## config.mk

```make
export PLATFORM = sky130hd
export DESIGN_NAME = fpu_wb_queue
export DESIGN_NICKNAME = d
export VERILOG_FILES = /design/src/rtl/fpu_wb_queue.sv
export SDC_FILE = /design/constraint.sdc
export NUM_CORES = 1
export LEC_CHECK = 0
export BUFFER_PORTS_ARGS = -buffer_cell sky130_fd_sc_hd__buf_2
export CAP_MARGIN = 0
export CELL_PAD_IN_SITES_DETAIL_PLACEMENT = 1
export CELL_PAD_IN_SITES_GLOBAL_PLACEMENT = 1
export CORE_MARGIN = 2
export CORE_UTILIZATION = 49
export DETAILED_ROUTE_END_ITERATION = 16
export MAX_ROUTING_LAYER = met4
export PLACE_DENSITY = 0.91
export SLEW_MARGIN = 20
export SYNTH_ARGS = -nofsm -noshare
export SYNTH_HDL_FRONTEND = slang
export SYNTH_SLANG_ARGS = --single-unit
```

## constraint.sdc

```tcl
create_clock -name clk -period 2.2 [get_ports clk]
set_input_delay 0.11 -clock clk [delete_from_list [all_inputs] [get_ports clk]]
set_output_delay 0.11 -clock clk [all_outputs]
set_load 0.05 [all_outputs]
```

## src/rtl/fpu_wb_queue.sv

```systemverilog
// rtl/fpu_wb_queue.sv - FPU result queue feeding the CDB, with issue credit and flush handling
module fpu_wb_queue #(
    parameter int DEPTH     = 4,
    parameter int ROB_IDX_W = 3,
    parameter int XLEN      = 32
) (
    input  logic                 clk,
    input  logic                 rst,
    input  logic                 fpu_start,
    input  logic                 fpu_o_valid,
    input  logic [XLEN-1:0]      fpu_out,
    input  logic [ROB_IDX_W-1:0] fpu_rob_idx,
    input  logic                 flush,
    output logic                 fpu_issue_ok,
    output logic                 cdb_valid,
    output logic [XLEN-1:0]      cdb_data,
    output logic [ROB_IDX_W-1:0] cdb_rob_idx,
    input  logic                 cdb_ready,
    output logic                 overflow_err
);

    localparam int PTR_W = $clog2(DEPTH);
    localparam int OCC_W = $clog2(DEPTH + 1);
    localparam logic [OCC_W-1:0] OCC_FULL  = OCC_W'(DEPTH);
    localparam logic [OCC_W:0]   DEPTH_EXT = (OCC_W + 1)'(DEPTH);

    logic [XLEN-1:0]      data_q [DEPTH];
    logic [ROB_IDX_W-1:0] idx_q  [DEPTH];
    logic [PTR_W-1:0]     rd_ptr;
    logic [PTR_W-1:0]     wr_ptr;
    logic [OCC_W-1:0]     occ;
    logic                 armed;
    logic                 drop_next;

    logic                 push;
    logic                 pop;
    logic                 push_ok;
    logic [OCC_W:0]       credit_sum;

    // The result itself carries everything the queue needs; start only gates issue upstream.
    logic unused_fpu_start;
    assign unused_fpu_start = fpu_start;

    assign cdb_valid   = (occ != '0);
    assign cdb_data    = data_q[rd_ptr];
    assign cdb_rob_idx = idx_q[rd_ptr];

    assign push    = armed & fpu_o_valid & ~flush & ~drop_next;
    assign pop     = cdb_valid & cdb_ready & ~flush;
    assign push_ok = push & ((occ < OCC_FULL) | pop);

    // Conservative credit: a same-cycle pop is not counted, so no cdb_ready path exists.
    assign credit_sum   = {1'b0, occ} + {{OCC_W{1'b0}}, fpu_o_valid};
    assign fpu_issue_ok = armed & ~flush & (credit_sum < DEPTH_EXT);

    always_ff @(posedge clk or negedge rst) begin
        if (!rst) begin
            armed        <= 1'b0;
            drop_next    <= 1'b0;
            overflow_err <= 1'b0;
            occ          <= '0;
            rd_ptr       <= '0;
            wr_ptr       <= '0;
            for (int i = 0; i < DEPTH; i++) begin
                data_q[i] <= '0;
                idx_q[i]  <= '0;
            end
        end else begin
            armed     <= 1'b1;
            drop_next <= flush;
            if (push & ~push_ok) begin
                overflow_err <= 1'b1;
            end
            if (push_ok) begin
                data_q[wr_ptr] <= fpu_out;
                idx_q[wr_ptr]  <= fpu_rob_idx;
            end
            if (flush) begin
                occ    <= '0;
                rd_ptr <= '0;
                wr_ptr <= '0;
            end else begin
                if (push_ok) begin
                    wr_ptr <= wr_ptr + 1'b1;
                end
                if (pop) begin
                    rd_ptr <= rd_ptr + 1'b1;
                end
                case ({push_ok, pop})
                    2'b10:   occ <= occ + 1'b1;
                    2'b01:   occ <= occ - 1'b1;
                    default: occ <= occ;
                endcase
            end
        end
    end

endmodule

```

==> impl_metrics.csv <==
group,metric,value,unit
worst_setup_path,critical_path.top_delay_family,"compound AO/OA/AOI/OAI gates",
timing,fin_tns_setup,0,ns
yosys,ys.flop_type,"dfrtp_1",
power_and_ir_drop,p_clk_frac,0.406,
placement,place.gp.congestion,0.766,
routing,vias_per_cell,5.62,
timing,max_freq,477,MHz
power_and_ir_drop,power_density,937,mW/mm^2
worst_setup_path,worstSetupEndpointType,"flop",
yosys,postSynthCellCount,406,
power_and_ir_drop,power.leakage,0.00416,uW
die,die_h,122,um
power_and_ir_drop,seqPwrFrac,0.393,
cells_and_area,fin_area,0.00848,sq mm
min_path,min_from,"cdb_ready",
placement,hpwl,9460,um
status,status,"complete, no violations",
yosys,synth_cell_type_count,36,
clock_tree,clock_latency,0.43,ns
grt,globalRouteTotalUtil,0.252,
die,rows,43,
clock_tree,cts_tree,"built",
yosys,async_flop_share,1.00,
power_and_ir_drop,combPwrFrac,0.201,
worst_setup_path,path_buf_inv,1,
grt,grt_pass1_vias,4827,
die,boundaryPins,79,
timing,rsz0062_at_grt,"no",
worst_setup_path,required,2.54,ns
yosys,synth_common_cells,"dfrtp_1, mux2_1, mux4_2",
worst_setup_path,critPathMaxFanout,6,
yosys,ys_ff_latch,150,
clock_tree,root_buffer,"clkbuf_16",
yosys,yosys-top-cells-area,"dfrtp_1, mux2_1, mux4_2",
worst_setup_path,critical_path_class,"flop to flop",
die,core,0.0137,sq mm
grt,grt_pass1_wl,26900,um
placement,placed_cells,654,
yosys,syn_area,0.00679,sq mm
worst_setup_path,crit_end,"occ[1]",
worst_setup_path,cp-startpoint,"occ[2]",
die,die_w,122,um
cells_and_area,final_layout_size_suffix_gt1_frac,0.366,
yosys,synth_most_common_cell,"dfrtp_1",
cells_and_area,syn_to_final_growth,24.9,%
grt,antenna_found_initial,0,
die,start_util,0.495,
power_and_ir_drop,irDropWorstVdd,0.000600,V
clock_tree,htreeDepth,4,
power_and_ir_drop,power,7940,uW
worst_setup_path,reg2reg_from,"occ[2]",
run,maxCapViolations,0,
routing,wire_per_inst,22.9,um
worst_setup_path,slowest_stage,"fa_1",
worst_setup_path,slowest_delay,0.53,ns
timing,slew_headroom,0.587,
power_and_ir_drop,internal_power,5610,uW
min_path,hold_path.class,"primary input to flop",
cells_and_area,fin_nets,576,
yosys,synth.top_cell.area_share,0.552,
placement,portBuffers,77,
clock_tree,cts_resized,0,
routing,vias,4061,
worst_setup_path,crit_chain,"o31ai_1 > nor3_1 > fa_1 > inv_1 > a221o_1 > o21ai_1",
timing,finalHoldViolations,0,
worst_setup_path,r2r_slack,0.10,ns
routing,drtPass1Iterations,4,
yosys,ys_warn_count,0,
power_and_ir_drop,switchingPower,2340,uW
timing,setup_viol,0,
yosys,synth.yosys.seq_area_share,0.552,
timing,tightest_slew,0.620,ns
worst_setup_path,cp.arrival,2.44,ns
clock_tree,clkTransAtPathRegs,0.06,ns
worst_setup_path,reg2reg_depth,6,
timing,clock_skew,0.00752,ns
routing,drt.antenna.violating_nets,0,
clock_tree,numCtsBuffers,17,
grt,grt_max_degree,55,
timing,drv_slew,0,
timing,min_period_over_period,0.953,
power_and_ir_drop,switching_share,0.294,
clock_tree,cts_hold_buf,37,
routing,drc,0,
yosys,avgSynthCellArea,16.7,sq um
worst_setup_path,cp.depth,6,
clock_tree,clock_path_buffers,2,
clock_tree,cts_sinks,150,
routing,drt_wl_total,16500,um
worst_setup_path,reg2reg_to,"occ[1]",
timing,fin_crit,2.10,ns
worst_setup_path,startpoint_type,"flop",
clock_tree,postCtsSetupBuffers,0,
grt,gr-total-overflow,0,
cells_and_area,finalNonFillerCells,723,
die,die_area,0.0148,sq mm
yosys,synth_edf_count,0,
yosys,synthesis.nets,452,
routing,drt-initial-drc-count,227,
placement,place_area,0.00746,sq mm
yosys,synth_largest_area_cell,"dfrtp_1",
cells_and_area,num_antenna_cells,0,
## how the worst min path moves through the flow
stage,to,slack (ns),cells past startpoint
after floorplan,armed,-0.19,0
after detailed placement,data_q[100],0.09,1
after CTS,overflow_err,0.16,3
after global placement,data_q[100],0.08,1
final,overflow_err,0.18,3
after global routing,overflow_err,0.19,3
## layer usage
layer / routed length (um) / share of wire / track usage / vias up
li1: - / - / - / 1755
met1: 6980 / 0.42 / 0.310 / 2170
met2: 8580 / 0.52 / 0.411 / 97
met3: 573 / 0.035 / 0.0576 / 39
met4: 412 / 0.025 / 0.0898 / 0
met5: 0 / 0 / - / -
## cell usage in the layout, fill, tap and decap left out, types with 2 or more instances in the layout
cell type and instances:
a21oi_1 3, buf_12 4, buf_2 76, buf_4 14, bufinv_16 5, clkbuf_16 17
clkbuf_8 2, clkinv_2 2, clkinv_4 2, clkinvlp_4 3, dfrtp_1 148, dfrtp_2 2
dlygate4sd3_1 37, ha_1 4, inv_1 4, mux2_1 110, mux2_4 30, mux4_2 36
nand2b_1 2, nand3_1 3, nand3_2 3, nor2_1 5, nor2b_1 3, o21ai_0 3
o21ai_1 2, o221ai_1 2, o311ai_1 2, xor2_1 2
## flip-flops by register name (all words and copies together) (netlist names)
name,flops
overflow_err,1
armed,1
wr_ptr,2
drop_next,1
data_q,128
idx_q,12
rd_ptr,2
occ,3
## kinds of logic (layout without fill, tap and decap cells)
| logic type | count (synthesis) | count (layout) | share of synthesized area |
|---|---|---|---|
| and+or+nand+nor | 23 | 23 | 0.0238 |
| buffers and inverters | 31 | 168 | 0.0241 |
| adders and majority gates | 5 | 5 | 0.0103 |
| other | 1 | 1 | 0.000552 |
| muxes | 176 | 176 | 0.368 |
| xor gates and xnor gates | 2 | 2 | 0.00258 |
| DFF | 150 | 150 | 0.552 |
| AOI/OAI and AO/OA | 18 | 18 | 0.0182 |
## cell type report
class                           instances  area, sq um
Fill cell                            1262         5240
Sequential cell                       150         3760
Multi-Input combinational cell        225         2880
Timing Repair Buffer                  132          947
Clock buffer                           20          457
Tap cell                              180          225
Clock inverter                         12          200
Inverter                                4         15.0
## power groups by stage
stage          sequential, uW  combinational (uW)  clock, uW
6_report                 3120                1600       3220
5_1_grt                  3150                1680       3390
4_1_cts                  3120                1600       3270
3_5_place_dp             3160                1530          0
3_3_place_gp             3130                1490          0
2_1_floorplan            3110                1140          0
## through the flow
stage	util	setup WS, ns	hold slack [ns]
2_1_floorplan	-	0.200	-0.186
3_3_place_gp	0.543	0.292	0.0784
3_5_place_dp	0.543	0.193	0.0913
4_1_cts	0.618	0.0978	0.161
5_1_grt	0.618	0.0129	0.189
6_report	0.618	0.102	0.178
## worst min-delay path: stages
cell,delay [ns]
buf_2,0.18
nor2b_1,0.15
o21bai_1,0.12
No activity file was read; power rests on OpenSTA's default activity.
